[config.mk]
export PLATFORM = sky130hd
export DESIGN_NAME = transfer_hold_buffer
export DESIGN_NICKNAME = d
export VERILOG_FILES = /design/src/rtl/transfer_hold_buffer_pkg.sv /design/src/rtl/transfer_hold_buffer_or.sv /design/src/rtl/transfer_hold_buffer.sv
export SDC_FILE = /design/constraint.sdc
export NUM_CORES = 1
export LEC_CHECK = 0
export CAP_MARGIN = 20
export CORE_MARGIN = 1
export CORE_UTILIZATION = 47
export CTS_CLUSTER_DIAMETER = 200
export DETAILED_ROUTE_END_ITERATION = 6
export GPL_ROUTABILITY_DRIVEN = 0
export MAX_ROUTING_LAYER = met4
export PLACE_DENSITY = 0.75
export SLEW_MARGIN = 30
export SYNTH_ARGS = -nofsm -noshare
export SYNTH_HDL_FRONTEND = slang
export SYNTH_SLANG_ARGS = --single-unit
[constraint.sdc]
create_clock -name clk -period 3.62 [get_ports clk]
set_input_delay 0.362 -clock clk [delete_from_list [all_inputs] [get_ports clk]]
set_output_delay 0.362 -clock clk [all_outputs]
set_load 0.05 [all_outputs]
[src/rtl/transfer_hold_buffer_pkg.sv]
// ============================================================================
// Module      : transfer_hold_buffer_pkg
// Description : Shared definitions for the transfer hold buffer: default
//               sizing and the buffer occupancy state encoding.
// Revision    : 1.0 - initial release
// ============================================================================
`default_nettype none

package transfer_hold_buffer_pkg;

    // Default sizing for the buffer
    localparam int TH_DEF_WIDTH = 8;
    localparam int TH_DEF_CNT_W = 8;

    // Occupancy states: number of words currently held
    typedef enum logic [1:0] {
        TH_EMPTY = 2'd0,
        TH_ONE   = 2'd1,
        TH_TWO   = 2'd2
    } th_state_e;

endpackage : transfer_hold_buffer_pkg

`default_nettype wire

[src/rtl/transfer_hold_buffer_or.sv]
// ============================================================================
// Module      : transfer_or_1bit / transfer_or_nbit
// Description : OR-based transfer gate. next = (sel & new) | (~sel & hold).
//               The n-bit version replicates the 1-bit gate per bit and
//               shares a single select.
// Ports       : sel_i  - 1 loads new_i, 0 passes hold_i through
//               new_i  - incoming word
//               hold_i - current register value fed back
//               next_o - value to load into the register
// Revision    : 1.0 - initial release
// ============================================================================
`default_nettype none

module transfer_or_1bit (
    input  logic sel_i,
    input  logic new_i,
    input  logic hold_i,
    output logic next_o
);

    // AND-OR form: with sel_i=0 an unknown new_i is masked to 0
    assign next_o = (sel_i & new_i) | (~sel_i & hold_i);

endmodule : transfer_or_1bit

module transfer_or_nbit #(
    parameter int WIDTH = 8
) (
    input  logic             sel_i,
    input  logic [WIDTH-1:0] new_i,
    input  logic [WIDTH-1:0] hold_i,
    output logic [WIDTH-1:0] next_o
);

    for (genvar gi = 0; gi < WIDTH; gi++) begin : g_bit
        transfer_or_1bit u_gate (
            .sel_i  (sel_i),
            .new_i  (new_i[gi]),
            .hold_i (hold_i[gi]),
            .next_o (next_o[gi])
        );
    end : g_bit

endmodule : transfer_or_nbit

`default_nettype wire

[src/rtl/transfer_hold_buffer.sv]
// ============================================================================
// Module      : transfer_hold_buffer
// Description : Two-entry skid buffer between a valid/ready producer and
//               consumer. Full throughput, ready decoded from registered
//               state only. Storage registers reload exclusively through
//               OR-based transfer gates (no register enables).
// Ports       : clk, rst_n (async, active low)
//               in_valid/in_ready/in_data    - producer side
//               out_valid/out_ready/out_data - consumer side
//               xfer_count                   - delivered words mod 2^CNT_W
//               out_parity                   - XOR of out_data (optional)
// Config      : TRANSFER_HOLD_PARITY_EN - adds out_parity and parity storage
// Revision    : 1.0 - initial release
// ============================================================================
`default_nettype none

module transfer_hold_buffer
    import transfer_hold_buffer_pkg::*;
#(
    parameter int WIDTH = TH_DEF_WIDTH,
    parameter int CNT_W = TH_DEF_CNT_W
) (
    input  logic             clk,
    input  logic             rst_n,
    input  logic             in_valid,
    output logic             in_ready,
    input  logic [WIDTH-1:0] in_data,
    output logic             out_valid,
    input  logic             out_ready,
    output logic [WIDTH-1:0] out_data,
    output logic [CNT_W-1:0] xfer_count
`ifdef TRANSFER_HOLD_PARITY_EN
    ,
    output logic             out_parity
`endif
);

    th_state_e        state_q, state_d;
    logic [WIDTH-1:0] main_q, main_d;
    logic [WIDTH-1:0] skid_q, skid_d;
    logic [WIDTH-1:0] main_new;
    logic [CNT_W-1:0] cnt_q;

    logic main_sel;
    logic skid_sel;
    logic main_from_skid;
    logic in_fire;
    logic out_fire;

    // Handshake flags come from registered state only
    assign in_ready  = (state_q != TH_TWO);
    assign out_valid = (state_q != TH_EMPTY);
    assign in_fire   = in_valid & in_ready;
    assign out_fire  = out_valid & out_ready;

    // ------------------------------------------------------------------
    // Next-state and transfer-gate select decode
    // ------------------------------------------------------------------
    always_comb begin
        state_d        = state_q;
        main_sel       = 1'b0;
        skid_sel       = 1'b0;
        main_from_skid = 1'b0;
        case (state_q)
            TH_EMPTY: begin
                if (in_fire) begin
                    main_sel = 1'b1;
                    state_d  = TH_ONE;
                end
            end
            TH_ONE: begin
                if (in_fire && out_fire) begin
                    main_sel = 1'b1;
                end else if (in_fire) begin
                    skid_sel = 1'b1;
                    state_d  = TH_TWO;
                end else if (out_fire) begin
                    // main keeps its stale word; out_valid masks it
                    state_d  = TH_EMPTY;
                end
            end
            TH_TWO: begin
                if (out_fire) begin
                    main_sel       = 1'b1;
                    main_from_skid = 1'b1;
                    state_d        = TH_ONE;
                end
            end
            default: begin
                state_d = TH_EMPTY;
            end
        endcase
    end

    assign main_new = main_from_skid ? skid_q : in_data;

    transfer_or_nbit #(.WIDTH(WIDTH)) u_main_gate (
        .sel_i  (main_sel),
        .new_i  (main_new),
        .hold_i (main_q),
        .next_o (main_d)
    );

    transfer_or_nbit #(.WIDTH(WIDTH)) u_skid_gate (
        .sel_i  (skid_sel),
        .new_i  (in_data),
        .hold_i (skid_q),
        .next_o (skid_d)
    );

    // Registers load the gate output every cycle; the gate does the holding
    always_ff @(posedge clk or negedge rst_n) begin
        if (!rst_n) begin
            state_q <= TH_EMPTY;
            main_q  <= '0;
            skid_q  <= '0;
            cnt_q   <= '0;
        end else begin
            state_q <= state_d;
            main_q  <= main_d;
            skid_q  <= skid_d;
            cnt_q   <= cnt_q + CNT_W'(out_fire);
        end
    end

    assign out_data   = main_q;
    assign xfer_count = cnt_q;

`ifdef TRANSFER_HOLD_PARITY_EN
    // Parity is captured with the word and travels alongside it
    logic [0:0] par_main_q, par_main_d;
    logic [0:0] par_skid_q, par_skid_d;
    logic [0:0] par_in;
    logic [0:0] par_main_new;

    assign par_in       = ^in_data;
    assign par_main_new = main_from_skid ? par_skid_q : par_in;

    transfer_or_nbit #(.WIDTH(1)) u_par_main_gate (
        .sel_i  (main_sel),
        .new_i  (par_main_new),
        .hold_i (par_main_q),
        .next_o (par_main_d)
    );

    transfer_or_nbit #(.WIDTH(1)) u_par_skid_gate (
        .sel_i  (skid_sel),
        .new_i  (par_in),
        .hold_i (par_skid_q),
        .next_o (par_skid_d)
    );

    always_ff @(posedge clk or negedge rst_n) begin
        if (!rst_n) begin
            par_main_q <= '0;
            par_skid_q <= '0;
        end else begin
            par_main_q <= par_main_d;
            par_skid_q <= par_skid_d;
        end
    end

    assign out_parity = par_main_q[0];
`endif

endmodule : transfer_hold_buffer

`default_nettype wire

# After elaboration in Yosys (flattened, before gate mapping)
# Index checks and enable logic that the tools add are counted.
[op_classes] n_eq_ne=7 bitwise_logic=52 n_addsub=1 n_reduce_logical=4 mux=14
[ops] cell="$and A1 B1 Y1" count=34
[ops] cell="$or A1 B1 Y1" count=16
[ops] cell="$mux W2" count=5
[ops] cell="$add A8 B1 Y8" count=1
[ops] cell="$mux W8" count=1
[ops] cell="$ne A2 B2 Y1 const B" count=4
[ops] cell="$mux W1" count=6
[ops] cell="$pmux W2 S3" count=1
[ops] cell="$reduce_and A4 Y1" count=1
[ops] cell="$ne A3 B3 Y1 const B" count=1
[ops] cell="$pmux W1 S3" count=1
[ops] cell="$eq A2 B1 Y1 const B" count=1
[ops] cell="$eq A2 B2 Y1 const B" count=1
[ops] cell="$logic_not A2 Y1" count=1
[ops] cell="$not A1 Y1" count=2
[ops] cell="$reduce_bool A2 Y1" count=1
[ops] cell="$logic_and A1 B1 Y1" count=1
[totals] inputBits=12 word_cells=82 output_inout_bits=18 register_bits=26

# Logic depth before layout (Yosys ltp)
[depth] word_depth=8 ltp_mapped=7 mapped_depth_nobuf=7

# By module
# From an unflattened synthesis, not the netlist that was laid out.
[unflattened] hier_cells=86 hier_area_um2=1247.4
[by_module_without_submodules] module="transfer_hold_buffer" n_inst=1 cells_per_inst=70 area_each_um2=1007.2 seq_area_each_um2=650.6
[by_module_without_submodules] module="transfer_or_1bit" n_inst=16 cells_per_inst=1 area_each_um2=15.0 seq_area_each_um2=0.0

# Worst setup path after synthesis
# Ideal clock, no wire load.
[synth_timing] path_kind="reg-to-reg" start="reg state_q[1]" end="reg cnt_q[6] (netlist: xfer_count[6])" stages_incl_launch_ff=8 required_ns=3.476 synth_period_minus_slack_ns=1.924 setup_slack_ns=1.696 setup_time_ns=0.144 path_buffers=0 t_arrival_ns=1.780 cell_sequence="dfrtp_1 or2_2 and2_2 ha_1 ha_1 nand3_1 nor2_1 xor2_1"
[synth_via] elab_chain_cells=3
[synth_lines] item="start, declared" line="transfer_hold_buffer.sv:38" text="th_state_e state_q, state_d;"
[synth_lines] item="start signal, assigned" line="transfer_hold_buffer.sv:119" text="state_q <= state_d;"
[synth_lines] item="$reduce_bool A2 Y1" line="transfer_hold_buffer.sv:52" text="assign out_valid = (state_q != TH_EMPTY);"
[synth_lines] item="named net out_valid" line="transfer_hold_buffer.sv:28" text="output logic out_valid,"
[synth_lines] item="$and A1 B1 Y1" line="transfer_hold_buffer.sv:54" text="assign out_fire = out_valid & out_ready;"
[synth_lines] item="$add A8 B1 Y8" line="transfer_hold_buffer.sv:122" text="cnt_q <= cnt_q + CNT_W'(out_fire);"
[synth_lines] item="end signal, assigned" line="transfer_hold_buffer.sv:122"
[synth_lines] item="end, declared" line="transfer_hold_buffer.sv:42" text="logic [CNT_W-1:0] cnt_q;"
# The timed path passes the listed nets, and every way through them passes these cells.
# A chain may end at the register's enable or synchronous reset.

# Worst setup path after layout
[layout_timing] start="reg state_q[1]" end="out out_valid"
[layout_via] elab_chain_cells=1
[layout_lines] item="$reduce_bool A2 Y1" line="transfer_hold_buffer.sv:52"
[layout_lines] item="end, declared" line="transfer_hold_buffer.sv:28"
# Every way passes these cells.

==> out/qor.csv <==
metric,value,unit
synth_area_leaders,"dfrtp_1 (51%), mux2_4 (19%), mux2_2 (7.0%)",
drtIter0Drc,1,
cts_hold_buffers,0,
firstDrtPassIters,2,
seq_area_frac_synth,50.68,%
multi_input_area,561.8,µm²
yosysTopAreaCell,dfrtp_1,
track_usage,17.17,%
nFillCells,213,
grt_max_degree,27,
rsz0062_at_grt,false,
portBuffers,29,
start_kind,flip-flop,
setup_viol,0,
drv_cap,0,
hpwl,1514,µm
dominantRegCellSynth,dfrtp_1,
wl_met3,62,µm
syn_inst,86,
overflow,0,
fmax,463.1,MHz
p_comb_share,48.3,%
tightest_slew,0.5052,ns
final_antenna_net_count,0,
yosys_warnings,0,
num_rows,18,
core,2522,µm²
whs,0.3813,ns
powerDensity,756.2,nW/µm²
grt_pass1_wl,3332,µm
antenna_found_initial,0,
ys_ff_latch,26,
synth_cell_type_count,25,
finalClockSkew,0.007743,ns
syn_nets,100,
area_delta_synth_final,23.39,%
internal-power,0.7045,mW
clkLatencyLatePin,0.32,ns
crit_required,3.26,ns
timing.final.hold_violations,0,
root_buffer,clkbuf_4,
path_class,flip-flop to output port,
period_needed,2.159,ns
finalSetupTns,0,ns
cts_resized,0,
dieArea,2944,µm²
wire_per_inst,14.28,µm
crit_chain,or2_2 > clkdlybuf4s50_1,
critPathMaxFanout,6,
start_util,50.89,%
ios,30,
p_sw,0.4933,mW
netSwitchingFraction,41.18,%
drc,0,
cts_sinks,26,
clk_pin_slew,0.14,ns
final_common_cell,clkdlybuf4s50_1,
sequentialPowerShare,39.6,%
arrival,1.80,ns
synthArstFlopShare,100.0,%
final_cell_mix,"clkdlybuf4s50_1 (29), dfrtp_1 (26), mux2_4 (16)",
hold_class,primary input to asynchronous set/reset pin,
fp.dieW,54.26,µm
syn_area_per_cell,14.93,µm²
drive_gt1_share,31.53,%
clockBufferDepth,2,
critPathMaxStageDelay,0.70,ns
leakagePower,0.7131,nW
vias,713,
ff_latch_area,650.6,µm²
routed.top_layer,met4,
antenna_cells,0,
finalCritPeriodShare,59.65,%
design_area,1584,µm²
synth_edf_count,0,
nNetsFinal,126,
maxSlewViolCount,0,
cts_buffers,3,
grt_pass1_vias,744,
status,"finished, final reports clean",
viasPerCell,5.057,
crit_path_end_kind,output port,
cts_tree,built,
drt-met1-wl,914,µm
wirelength,2013,µm
netlist_area,1284,µm²
die_h,54.26,µm
relSlewSlack,66.22,%
postPlaceCellArea,1548,µm²
synth_top_cell_area_share,50.68,%
clockPowerShare,12.1,%
slowest_stage,clkdlybuf4s50_1,
cts_setup_buffers,0,
ir_drop,0.0005244,V
met2_wirelength,998,µm
htreeDepth,1,
==> cell families after synthesis <==
logic type	after synthesis	share of synthesized area (%)
DFF	26	50.68
buffers and inverters	9	5.556
xor gates and xnor gates	6	4.094
muxes	25	26.51
and+or+nand+nor	14	8.286
AOI/OAI and AO/OA	4	2.925
adders and majority gates	2	1.949
==> power by group through the flow <==
stage	registers, mW	logic (mW)	clock network (mW)
finish	0.474	0.578	0.145
global route	0.491	0.608	0.161
CTS	0.475	0.586	0.152
detailed placement	0.482	0.585	0
global placement	0.474	0.572	0
floorplan	0.574	0.342	0
==> worst paths after layout <==
kind | start | end | slack, ns | depth (start not counted)
setup reg to reg | state_q[1] | xfer_count[6] | 1.78 | 7
setup / recovery | state_q[1] | out_valid | 1.46 | 2
hold / removal | rst_n | asynchronous set/reset pin | 0.38 | 2
max in group asynchronous | rst_n | asynchronous set/reset pin | 2.98 | 2
hold reg to reg | xfer_count[7] | xfer_count[7] | 0.48 | 1
min in group clk | xfer_count[7] | xfer_count[7] | 0.48 | 1
==> cell type report <==
type                       count  share of cell area [%]
multi-input combinational     51                   35.47
sequential                    26                   41.07
tap                           30                   2.370
clock buffer                   4                   2.291
timing repair buffer          30                   18.80
==> critical path, delay by kind of cell (launching register included) <==
kind | cells | cell delay, ns
buffers and inverters | 1 | 0.70
flip-flops | 1 | 0.46
AND/OR/NAND/NOR | 1 | 0.32
==> layer usage <==
| layer | vias to the layer above | global-route usage, % |
|---|---|---|
| li1 | 341 | - |
| met1 | 353 | 21.00 |
| met2 | 15 | 26.83 |
| met3 | 4 | 2.500 |
| met4 | 0 | 10.26 |
| met5 | - | - |
==> synthesized netlist by cell type (all sizes together), types with 2 or more instances <==
cell type,n
nand2,2
buf,9
xnor2,4
dfrtp,26
xor2,2
nand2b,2
nand3,2
mux2,24
ha,2
==> through the flow <==
stage                     setup slack (ns)  total power [mW]  cells  util (%)
final                                1.461             1.198    141     62.80
after global routing                 1.421             1.261    141     62.80
after CTS                            1.439             1.214    141     62.80
after detailed placement             1.461             1.067    137     61.36
after global placement               1.518             1.046    137     61.36
after floorplan                      1.696            0.9165     86         -
No activity file was read; power rests on OpenSTA's default activity.
